`config.mk`:
```
export PLATFORM = sky130hd
export DESIGN_NAME = smpc_pad_scan
export DESIGN_NICKNAME = d
export VERILOG_FILES = /design/src/rtl/smpc_pad_scan.sv
export SDC_FILE = /design/constraint.sdc
export NUM_CORES = 1
export LEC_CHECK = 0
export BUFFER_PORTS_ARGS = -buffer_cell sky130_fd_sc_hd__clkbuf_2
export CORE_ASPECT_RATIO = 1.25
export CORE_MARGIN = 1
export CORE_UTILIZATION = 40
export DETAILED_ROUTE_END_ITERATION = 10
export PLACE_DENSITY = 0.65
export SYNTH_ARGS = -nofsm -noshare
export SYNTH_HDL_FRONTEND = slang
export SYNTH_SLANG_ARGS = --single-unit
```
`constraint.sdc`:
```
create_clock -name CLK -period 2 [get_ports CLK]
set_input_delay 0.4 -clock CLK [delete_from_list [all_inputs] [get_ports CLK]]
set_output_delay 0.4 -clock CLK [all_outputs]
set_load 0.005 [all_outputs]
```
`src/rtl/smpc_pad_scan.sv`:
```
// Saturn SMPC digital-pad scanner: walks the four TH/TR select phases, samples D3..D0
// after a settle delay and publishes the assembled 16-bit pad word once per scan.
module smpc_pad_scan #(
  parameter int unsigned SETTLE = 32
) (
  input  logic        CLK,
  input  logic        RST_N,
  input  logic        CE,
  input  logic        START,
  input  logic [6:0]  PI,
  output logic [6:0]  PO,
  output logic [6:0]  PDIR,
  output logic [15:0] JOY,
  output logic        CONNECTED,
  output logic        BUSY,
  output logic        DONE
);

  typedef enum logic [1:0] {
    ST_IDLE   = 2'd0,
    ST_SETTLE = 2'd1,
    ST_SAMPLE = 2'd2,
    ST_FINISH = 2'd3
  } state_t;

  localparam logic [7:0] RELOAD = 8'(SETTLE - 1);

  logic [6:0]  sync1_r;
  logic [6:0]  sync2_r;
  state_t      state_r;
  logic [7:0]  cnt_r;
  logic [1:0]  phase_r;
  logic [1:0]  sel_r;
  logic [15:0] buf_r;
  logic [15:0] joy_r;
  logic        conn_r;
  logic        busy_r;
  logic        done_r;
  logic        unused_s;

  // {TH,TR} select pattern that addresses each nibble of the pad
  function automatic logic [1:0] phase_sel(input logic [1:0] ph);
    logic [1:0] sel;
    case (ph)
      2'd0:    sel = 2'b01;
      2'd1:    sel = 2'b10;
      2'd2:    sel = 2'b00;
      default: sel = 2'b11;
    endcase
    return sel;
  endfunction

  // Two-flop synchronizer, free-running on every CLK regardless of CE
  always_ff @(posedge CLK or negedge RST_N) begin
    if (!RST_N) begin
      sync1_r <= 7'h7F;
      sync2_r <= 7'h7F;
    end else begin
      sync1_r <= PI;
      sync2_r <= sync1_r;
    end
  end

  // Scan sequencer; DONE is cleared on every CLK so it never outlives one cycle
  always_ff @(posedge CLK or negedge RST_N) begin
    if (!RST_N) begin
      state_r <= ST_IDLE;
      cnt_r   <= 8'd0;
      phase_r <= 2'd0;
      sel_r   <= 2'b11;
      buf_r   <= 16'hFFFF;
      joy_r   <= 16'hFFFF;
      conn_r  <= 1'b0;
      busy_r  <= 1'b0;
      done_r  <= 1'b0;
    end else begin
      done_r <= 1'b0;
      if (CE) begin
        case (state_r)
          ST_IDLE: begin
            if (START) begin
              phase_r <= 2'd0;
              sel_r   <= phase_sel(2'd0);
              cnt_r   <= RELOAD;
              busy_r  <= 1'b1;
              state_r <= ST_SETTLE;
            end
          end
          ST_SETTLE: begin
            if (cnt_r == 8'd0) begin
              state_r <= ST_SAMPLE;
            end else begin
              cnt_r <= cnt_r - 8'd1;
            end
          end
          ST_SAMPLE: begin
            case (phase_r)
              2'd0:    buf_r[15:12] <= sync2_r[3:0];
              2'd1:    buf_r[11:8]  <= sync2_r[3:0];
              2'd2:    buf_r[7:4]   <= sync2_r[3:0];
              default: buf_r[3:0]   <= sync2_r[3:0];
            endcase
            if (phase_r != 2'd3) begin
              phase_r <= phase_r + 2'd1;
              sel_r   <= phase_sel(phase_r + 2'd1);
              cnt_r   <= RELOAD;
              state_r <= ST_SETTLE;
            end else begin
              sel_r   <= 2'b11;
              state_r <= ST_FINISH;
            end
          end
          ST_FINISH: begin
            // ID bits 100 identify a standard digital pad
            if (buf_r[2:0] == 3'b100) begin
              joy_r  <= buf_r;
              conn_r <= 1'b1;
            end else begin
              joy_r  <= 16'hFFFF;
              conn_r <= 1'b0;
            end
            done_r  <= 1'b1;
            busy_r  <= 1'b0;
            phase_r <= 2'd0;
            state_r <= ST_IDLE;
          end
          default: begin
            state_r <= ST_IDLE;
          end
        endcase
      end
    end
  end

  assign unused_s  = ^sync2_r[6:4];
  assign PO        = {sel_r, 5'b00000};
  assign PDIR      = 7'b1100000;
  assign JOY       = joy_r;
  assign CONNECTED = conn_r;
  assign BUSY      = busy_r;
  assign DONE      = done_r;

endmodule

```
* Word level (Yosys, flattened, before mapping)
Cells that the tools add are included.
** Word-level totals
- Register bits :: 57
- Input port bits :: 11
- Output and inout port bits :: 33
- Word-level logic and storage cells :: 69
** Cells by class
- Add/sub/neg operators :: 2
- Equal/unequal tests :: 13
- Mux-type cells :: 20
- Bitwise logic cells :: 1
- Reductions and logical operators :: 19
** Operators by type and width (count)
- two-way mux 8 bit :: 3
- case mux 8 bit (3 select lines) :: 1
- AND reduction 3 bit :: 7
- two-way mux 16 bit :: 1
- two-way mux 2 bit :: 6
- case mux 2 bit (3 select lines) :: 2
- inequality test 2 bit (second input constant) :: 5
- == test 2 bit (second input constant) :: 4
- zero test 8 bit :: 1
- case mux 2 bit (4 select lines) :: 1
- subtractor 8 x 1 -> 8 bit (second input constant) :: 1
- == test 2 x 1 -> 1 bit (second input constant) :: 3
- zero test 2 bit :: 3
- nonzero test 3 bit :: 2
- AND reduction 5 bit :: 1
- two-way mux 1 bit :: 4
- case mux 2 bit (2 select lines) :: 1
- AND reduction 4 bit :: 1
- nonzero test 2 bit :: 2
- == test 3 bit (second input constant) :: 1
- OR reduction 3 bit :: 1
- adder 2 x 1 -> 2 bit (second input constant) :: 1
- case mux 1 bit (2 select lines) :: 1
- AND reduction 2 bit :: 1
- inverter 1 bit :: 1

* Longest topological paths before layout
- Depth after elaboration :: 5
- Gate-level depth with buffers :: 6

* Worst setup path after synthesis
OpenSTA, ideal clock, no wires.
- Path kind :: register -> register
- Start point :: register cnt_r[0]
- End point :: register cnt_r[6]
- Data arrival time :: 1.560 ns
- Path slack :: 0.312 ns
- Cell stages (with the launch flop) :: 7
- Path buffers :: 0
- Path through :: dfrtp_1 inv_1 ha_1 and2_4 a32o_2 nor3_1 mux2_1
** Between the ends
- Longest elaborated chain between the ends :: 3
** RTL lines
- start, declared :: RTL line 31 : logic [7:0] cnt_r;
- start signal, assigned :: RTL line 93 : cnt_r <= cnt_r - 8'd1;
- subtractor 8 x 1 -> 8 bit or zero test 8 bit (tied branches) :: RTL line 93, 90
- two-way mux 8 bit or inequality test 2 bit (tied branches)
- case mux 8 bit (3 select lines) or AND reduction 5 bit (tied branches)
Several ways; a longest one is shown, not always the timed one. The select of a mux whose other input is x is not followed.
A chain may end at the register's enable or synchronous reset.

* Worst setup path after layout
Same ends and word-level chain as after synthesis.

==> out/results.ini <==
[cells_and_area]
fillCellCount=577
final_area_um2=3060
stdcell_count=336
drive_gt1_share_pct=47.8
final_cell_mix=42 x dfstp_2, 28 x clkbuf_2, 15 x dfrtp_1, 15 x mux2_2
antenna_cells=0
final_util_pct=49.3
syn2layout_area_growth_pct=17.9
layout_commonest_cell=dfstp_2
layout.nets=264

[global_route]
grt_max_degree=43
overflow=0
grt_pass1_wl_mm=7.71
antenna_found_initial=0
grt_pass1_vias=1636
track_usage_pct=15.5

[floorplanning]
die_y_um=92.1
io_pins=44
fp.dieW_um=74.1
coreArea_um2=6210
fp-row-count=32
start_util_pct=41.9
die_area_um2=6820

[timing]
post-route-period-util_pct=92.1
finalMaxSlewViolations=0
max_freq_ghz=0.543
fin_crit_ns=1.84
fin_skew_ns=0.00590
fin_hold_ws_ns=0.142
rsz0062_at_grt=no
setup_slack_ns=0.157
hold_viol=0
setup_tns_ns=0
setup_viol=0

[placed_design]
place.gp.congestion=0.797
io_buffers=28
dp_hpwl_mm=3.21
pre_cts_ws_ns=0.171
placed_cells=319
post_dp_cell_area_um2=2820

[worst_setup_path]
r2r_setup_slack_ns=0.16
cp.required_ns=2.22
rr_endpoint=cnt_r[6]
crit_chain=inv_1 -> ha_1 -> and2_4 -> a32o_2 -> nor3_1 -> mux2_1
reg2reg_depth=6
start_kind=flop
crit_fanout=5
cp-end-kind=flop
cp.arrival_ns=2.06
critPathSlowestCell=dfrtp_1
cp_slowest_stage_delay_ns=0.40
path_class=reg -> reg
rr_startpoint=cnt_r[0]

[clock_network]
cts_resized=0
cts.sinks=57
clk_pin_slew_ns=0.06
cts.path.max_buffers=2
insertion_delay_ns=0.34
cts_tree=built
cts-root-buf=clkbuf_8
htreeDepth=3
cts_buffers=9

[hold_path]
min_to=sync1_r[0]
hold_depth=1
worstHoldStart=PI[0]
hp-class=in -> reg

[route]
drc_errors=0
wl_mm=4.48
vias=1632
drt_iter0_drc=69
routed_via_density=4.86
ant_nets=0
firstDrtPassIters=4
routedWlPerCell_um=13.3

[job]
maxCapViolCount=0

[logic_synthesis]
synth_edf_count=0
seq_area_frac_synth_pct=56.9
async_flop_share_pct=100
netlist_instances=208
yosys.area.top_type=dfstp_2
yosysUniqueCellTypes=44
yosys_warnings=0
synthMuxAreaShare_pct=8.53
synth_xor_area_share_pct=0
synth_top_family_by_area=compound AO/OA/AOI/OAI gates
synthSimpleGateAreaFrac_pct=10.5
synthAdderAreaFrac_pct=3.37
synthTopCellsByArea=dfstp_2 42%, dfrtp_1 14%, mux2_2 6.5%, o22a_1 4.4%, buf_4 3.5%
synth_area_um2=2600
synth_ff_type=dfstp_2
synth_top_area_share_pct=42.5
avgSynthCellArea_um2=12.5
synth_compound_area_share_pct=14.3
synth-seq-cells=57

[power_and_ir_drop]
ir_drop_v=0.000384
power.leakage_nw=1.35
total_power_mw=3.18
power_density_nw_per_um2=1040

[status]
status=complete, no violations

## registers in the layout, summed over array words and instances, names as in the netlist
name and flops:
buf_r 16, sync1_r 4, cnt_r 8, BUSY 1
DONE 1, JOY 16, sync2_r 4, phase_r 2
sel_r 2, state_r 2, CONNECTED 1
## where the power goes
part           total, mW  internal [mW]  switching, mW
Sequential          1.48           1.35          0.126
Combinational      0.485          0.247          0.238
Clock               1.21          0.753          0.459
## cell families after synthesis
kind of cell             Yosys count
multiplexers                      20
AO/OA/AOI/OAI                     48
flip-flops                        57
other                              2
AND/OR/NAND/NOR                   47
buffers and inverters             27
adder cells (fa/ha/maj)            7
## worst max-delay path by stage
stage	start	endpoint	slack, ns	cells after the start
floorplan	cnt_r[0]	cnt_r[6]	0.31	6
global placement	cnt_r[0]	cnt_r[6]	0.20	6
detailed placement	cnt_r[0]	cnt_r[6]	0.17	6
CTS	cnt_r[0]	cnt_r[6]	0.16	6
global route	cnt_r[0]	cnt_r[6]	0.05	6
finish	cnt_r[0]	cnt_r[6]	0.16	6
## synth_stat cells (3+ instances only)
| cell | number |
|---|---|
| dfstp_2 | 42 |
| dfrtp_1 | 15 |
| mux2_2 | 15 |
| nand2_1 | 13 |
| o22a_1 | 13 |
| buf_4 | 12 |
| o21ai_0 | 11 |
| a21oi_1 | 8 |
| inv_1 | 8 |
| nor2_1 | 8 |
| ha_1 | 7 |
| nor2b_1 | 6 |
| buf_2 | 4 |
| a31o_1 | 3 |
| mux2i_1 | 3 |
| nand4_1 | 3 |
| nor3_1 | 3 |
| o21a_1 | 3 |
## per-layer routing
metal / vias up / track usage [%] / wire [µm]
met3: 11 / 5.16 / 180
li1: 795 / - / -
met2: 35 / 24.6 / 2260
met5: - / 0 / 0
met4: 0 / 8.33 / 117
met1: 791 / 18.0 / 1920
## cell type report
class                   count  area (µm²)  area share, %
repair buffers             36         215           7.03
flip-flops and latches     57        1480           48.3
clock inverters             3        43.8           1.43
well taps                  85         106           3.47
multi-input cells         134         997           32.6
clock buffers              13         190           6.21
inverters                   8        30.0          0.981
## repair_timing
item,in CTS,in global routing
hold buffers,1,0
setup buffers,0,0
hold endpoints to repair,10,0
## critical path, delay by kind of cell (launching register included)
| kind | cells | cell delay [ns] |
|---|---|---|
| AOI/OAI and AO/OA | 1 | 0.27 |
| and+or+nand+nor | 2 | 0.41 |
| DFF | 1 | 0.40 |
| buffers and inverters | 1 | 0.08 |
| adders and majority gates | 1 | 0.22 |
| muxes | 1 | 0.35 |
No activity file was read; power rests on OpenSTA's default activity.
